[src/rtl/hazard_controller.sv]
// hazard_controller: pipeline sequencing for the 5-stage core.
// Covers the hazards forwarding cannot hide: load-use (one-cycle bubble),
// taken branches resolved in EX (IF/ID + ID/EX flush) and multi-cycle
// data-memory accesses (whole-pipeline freeze). Also keeps saturating
// counters of bubbles inserted and freeze cycles spent.
module hazard_controller #(
   parameter int MEM_LATENCY = 2,
   parameter int CNT_W       = 16
) (
   input  logic             clk,
   input  logic             rst,
   input  logic [2:0]       id_src1,
   input  logic [2:0]       id_src2,
   input  logic             id_use1,
   input  logic             id_use2,
   input  logic [2:0]       ex_dst,
   input  logic             ex_wb,
   input  logic             ex_mem_read,
   input  logic             ex_branch_taken,
   input  logic             mem_req,
   output logic             pc_write,
   output logic             if_id_write,
   output logic             id_ex_write,
   output logic             ex_mem_write,
   output logic             mem_wb_write,
   output logic             if_id_flush,
   output logic             id_ex_flush,
   output logic             id_ex_bubble,
   output logic             busy,
   output logic [CNT_W-1:0] bubble_cnt,
   output logic [CNT_W-1:0] freeze_cnt
);

   typedef enum logic [1:0] {
      RUN      = 2'd0,
      MEM_WAIT = 2'd1,
      MEM_DONE = 2'd2
   } state_t;

   // A single-cycle memory never needs a freeze.
   localparam bit FREEZE_EN = (MEM_LATENCY > 1);
   // Extra MEM_WAIT cycles beyond the first, loaded on the trigger cycle.
   localparam logic [3:0] WAIT_INIT = (MEM_LATENCY >= 3) ? 4'(MEM_LATENCY - 3) : 4'd0;

   state_t     state, state_nxt;
   logic [3:0] wait_cnt, wait_nxt;
   logic       load_use;
   logic       trigger;
   logic       freeze;
   logic       decode;
   logic       bubble_inc;
   logic       freeze_inc;

   // Dependence of the ID instruction on a load in EX; R0 is an ordinary register.
   assign load_use = ex_mem_read & ex_wb &
                     ((id_use1 & (id_src1 == ex_dst)) | (id_use2 & (id_src2 == ex_dst)));

   // Freeze starts only from RUN; in MEM_DONE the same access is still in MEM.
   assign trigger = FREEZE_EN & (state == RUN) & mem_req;
   assign freeze  = trigger | (state == MEM_WAIT);
   // Branch and load-use decode happens whenever the pipeline is not frozen.
   assign decode  = ((state == RUN) & ~trigger) | (state == MEM_DONE);

   // Next-state logic and all pipeline control outputs.
   always_comb begin
      // NOTE: every output gets a default first so no path leaves one unassigned (no latches).
      state_nxt    = state;
      wait_nxt     = wait_cnt;
      pc_write     = 1'b1;
      if_id_write  = 1'b1;
      id_ex_write  = 1'b1;
      ex_mem_write = 1'b1;
      mem_wb_write = 1'b1;
      if_id_flush  = 1'b0;
      id_ex_flush  = 1'b0;
      id_ex_bubble = 1'b0;
      busy         = 1'b0;
      bubble_inc   = 1'b0;
      freeze_inc   = 1'b0;

      if (rst) begin
         pc_write     = 1'b0;
         if_id_write  = 1'b0;
         id_ex_write  = 1'b0;
         ex_mem_write = 1'b0;
         mem_wb_write = 1'b0;
      end else begin
         busy = (state != RUN);

         if (freeze) begin
            pc_write     = 1'b0;
            if_id_write  = 1'b0;
            id_ex_write  = 1'b0;
            ex_mem_write = 1'b0;
            mem_wb_write = 1'b0;
            freeze_inc   = 1'b1;
         end else if (decode && ex_branch_taken) begin
            // The dependent ID instruction is squashed, so flush wins over load-use.
            if_id_flush = 1'b1;
            id_ex_flush = 1'b1;
         end else if (decode && load_use) begin
            pc_write     = 1'b0;
            if_id_write  = 1'b0;
            id_ex_bubble = 1'b1;
            bubble_inc   = 1'b1;
         end

         unique case (state)
            RUN: begin
               if (trigger) begin
                  if (MEM_LATENCY == 2) begin
                     state_nxt = MEM_DONE;
                  end else begin
                     state_nxt = MEM_WAIT;
                     wait_nxt  = WAIT_INIT;
                  end
               end
            end
            MEM_WAIT: begin
               if (wait_cnt == 4'd0) state_nxt = MEM_DONE;
               else                  wait_nxt  = wait_cnt - 4'd1;
            end
            MEM_DONE: state_nxt = RUN;
            default:  state_nxt = RUN;
         endcase
      end
   end

   // State register and wait counter; reset abandons any access in flight.
   always_ff @(posedge clk or posedge rst) begin
      // NOTE: sequential state uses non-blocking assignments so all registers update together.
      if (rst) begin
         state    <= RUN;
         wait_cnt <= 4'd0;
      end else begin
         state    <= state_nxt;
         wait_cnt <= wait_nxt;
      end
   end

   // Saturating performance counters.
   always_ff @(posedge clk or posedge rst) begin
      if (rst) begin
         bubble_cnt <= '0;
         freeze_cnt <= '0;
      end else begin
         if (bubble_inc && (bubble_cnt != '1)) bubble_cnt <= bubble_cnt + 1'b1;
         if (freeze_inc && (freeze_cnt != '1)) freeze_cnt <= freeze_cnt + 1'b1;
      end
   end

endmodule

[config.mk]
export PLATFORM = sky130hd
export DESIGN_NAME = hazard_controller
export DESIGN_NICKNAME = d
export VERILOG_FILES = /design/src/rtl/hazard_controller.sv
export SDC_FILE = /design/constraint.sdc
export NUM_CORES = 1
export LEC_CHECK = 0
export CORE_MARGIN = 3
export CORE_UTILIZATION = 39
export DETAILED_ROUTE_END_ITERATION = 12
export HOLD_SLACK_MARGIN = 0.03
export PLACE_DENSITY = 0.78
export SYNTH_ARGS = -nofsm -noshare
export SYNTH_HDL_FRONTEND = slang
export SYNTH_SLANG_ARGS = --single-unit
export TNS_END_PERCENT = 5
[constraint.sdc]
create_clock -name clk -period 3.9 [get_ports clk]
set_clock_uncertainty 0.2 [all_clocks]
set_input_delay 0.39 -clock clk [delete_from_list [all_inputs] [get_ports clk]]
set_output_delay 0.39 -clock clk [all_outputs]
set_load 0.01 [all_outputs]
==> summary.md <==
| Metric | Value |
|---|---|
| Outcome | `complete, no violations` |
| MaxCap Viol Count | `0` |
| CTS clk-pin slew, worst paths | `70 ps` |
| Core Rows | `23` |
| Vias in the first global route | `1,460` |
| Vias | `1,467` |
| Post-synth net total | `184` |
| FF+latch count, synth | `33` |
| Clk buf depth | `2` |
| Synth-to-layout area growth | `42.55%` |
| Peak supply drop | `0.3168 mV` |
| R2r setup slk | `1490 ps` |
| Syn Std Cell Area | `0.001714 mm2` |
| Worst slew pin tran | `769.7 ps` |
| Class of the most critical setup path | `in -> out` |
| Share of cells above drive strength 1 | `0.07048` |
| Port Buffers | `57` |
| HP Class | `reg -> reg` |
| Vias/cell | `5.296` |
| Post-synth top flop | `dfrtp_1` |
| Syn Inst Count | `165` |
| CP Data Required Time | `3310 ps` |
| Unrepaired setup endpoints after global routing | `no` |
| Fill count | `375` |
| Met2 wire length | `1.690 mm` |
| Worst skew pair latency | `280 ps` |
| Die Wd | `72.30 um` |
| Total GRT Usage | `0.1601` |
| CP Max Fanout | `7` |
| N_diodes | `0` |
| NumNets Final | `245` |
| Static Leak | `0.001058 uW` |
| Max Slew Vio Count | `0` |
| Post-synth EDFFs | `0` |
| Met1 WL | `1.719 mm` |
| Detail Route Antenna Nets | `0` |
| CTS H-tree lvls | `2` |
| CP arrival | `2690 ps` |
| Synth top area share | `0.4818` |
| Final wirelength | `3.885 mm` |
| GRT overflow | `0` |
| DRC Markers | `0` |
| Routed length per instance | `14.03 um` |
| Fraction of registers with async set/reset | `1.000` |
| Gpl congestion | `0.8122` |
| Final setup viols | `0` |
| Distinct cells, synth | `29` |
| I/O pin count | `58` |
| Die Y | `72.30 um` |
| Global-route wire length before repair | `6.568 mm` |
| CTS Sinks | `33` |
| HPWL Detailed | `2.866 mm` |
| CTS tree | `yes` |
| Cts hold-fix bufs | `0` |
| Biggest area consumer among synthesized cells | `dfrtp_1` |
| Syn avg cell area | `10.39 um2` |
| Tmin final | `3276 ps` |
| Drt first pass iters | `4` |
| Pwr/cell area | `377.6 mW/mm2` |
| CTS Buf Count | `5` |
| Core area | `0.004115 mm2` |
| Final hold vios | `0` |
| Setup TNS | `0 ps` |
| Largest net degree at the start of global routing | `35` |
| Die Area | `0.005227 mm2` |
| Highest routed layer | `met4` |
| Worst setup EP type | `output pin` |
| Period utilisation layout | `0.8401` |
| Starting DRC count in detailed routing | `87` |
| Post-layout util | `0.5938` |
| Slew margin rel. | `0.4845` |
| Sequential-to-total area share from yosys stat | `0.4818` |
| CP Launch Type | `primary input` |
| CTS root buffer | `clkbuf_8` |
| Top post-synthesis cells by area | `dfrtp_1 48%, xnor2_1 13%, xor2_1 5.1%` |
| Yosys Warn Count | `0` |
| Fmax | `0.3052 GHz` |
| Met3 wire len | `422 um` |
| # resized after CTS | `0` |
| Setup bufs post-CTS | `0` |
| Initial antenna violation count | `0` |
| Initial Utilization | `0.4165` |
## critical path, cell delays in order
cell and delay (ps):
clkdlybuf4s50_1 520, xnor2_1 140, nand4_1 190, a211oi_1 700, and2_1 220, clkdlybuf4s50_1 530
## cell usage in the layout (no fill, tap or decap), types with 3 or more instances in the layout
| cell | n |
|---|---|
| a211oi_1 | 3 |
| and3_1 | 8 |
| clkbuf_8 | 6 |
| clkdlybuf4s50_1 | 57 |
| dfrtp_1 | 33 |
| inv_1 | 7 |
| nand2_1 | 14 |
| nand3_1 | 15 |
| nand4_1 | 10 |
| nor2_1 | 9 |
| nor3_1 | 5 |
| xnor2_1 | 26 |
| xor2_1 | 10 |
## synthesized netlist by cell type, types with 2 or more instances
master and n:
inv_1 7, or3_1 2, and3_1 8, nor2_1 9, nand2_1 14, nor3_1 5
xnor2_1 26, mux2_2 2, ha_1 2, nand3_1 15, dfrtp_1 33, nor3b_1 2
buf_4 4, nand4_1 10, a211oi_1 3, xor2_1 10
## metrics by stage
| stage | instance area [um2] | total power (uW) | hold slack, ps | instances | setup WS (ps) |
|---|---|---|---|---|---|
| floorplan | 1714 | 494.9 | 297.5 | 165 | 1373 |
| global placement | 2327 | 593.5 | 274.3 | 269 | 697.9 |
| detailed placement | 2327 | 597.8 | 289.4 | 269 | 594.7 |
| CTS | 2444 | 936.4 | 298.4 | 277 | 595.1 |
| global route | 2444 | 970.8 | 308.2 | 277 | 496.3 |
| finish | 2444 | 922.7 | 291.1 | 277 | 623.8 |
## cells by family after synthesis
| family | share of synthesized area |
|---|---|
| buffers and inverters | 0.03577 |
| AOI/OAI and AO/OA | 0.04526 |
| xor gates and xnor gates | 0.1839 |
| DFF | 0.4818 |
| adders and majority gates | 0.01460 |
| and+or+nand+nor | 0.2255 |
| muxes | 0.01314 |
## path summary, 6_finish.rpt
path	from	endpoint	cells after the start
max reg2reg	bubble_cnt[0]$_DFFE_PP0P_	bubble_cnt[1]$_DFFE_PP0P_	6
min in group asynchronous	rst	bubble_cnt[6]$_DFFE_PP0P_	3
max in group asynchronous	rst	bubble_cnt[1]$_DFFE_PP0P_	3
max	ex_dst[1]	id_ex_bubble	6
min	freeze_cnt[9]$_DFFE_PP0P_	freeze_cnt[9]$_DFFE_PP0P_	1
min reg2reg	freeze_cnt[9]$_DFFE_PP0P_	freeze_cnt[9]$_DFFE_PP0P_	1
## registers in the layout (all words and copies together) (netlist names)
signal / count
bubble_cnt: 16
freeze_cnt: 16
state: 1
## routing by layer
layer  up-vias  global-route usage
met4         0             0.06472
met1       686              0.2005
li1        694                   -
met3         6             0.05817
met2        81              0.2508
met5         -                   0
## layout make-up
| cell class | instances | area (um2) | area share |
|---|---|---|---|
| multi-input combinational | 120 | 827.0 | 0.3385 |
| sequential | 33 | 825.8 | 0.3379 |
| timing repair buffer | 59 | 585.6 | 0.2396 |
| clock buffer | 7 | 86.33 | 0.03533 |
| tap | 50 | 62.56 | 0.02560 |
| clock inverter | 1 | 30.03 | 0.01229 |
| inverter | 7 | 26.28 | 0.01075 |
## power by group
group | internal (uW) | total [uW] | switching, uW
clock | 208 | 330 | 122
sequential | 372 | 412 | 40.7
combinational | 107 | 180 | 72.8
total | 687 | 923 | 235
Note: power is estimated with default switching activity, not from simulation.
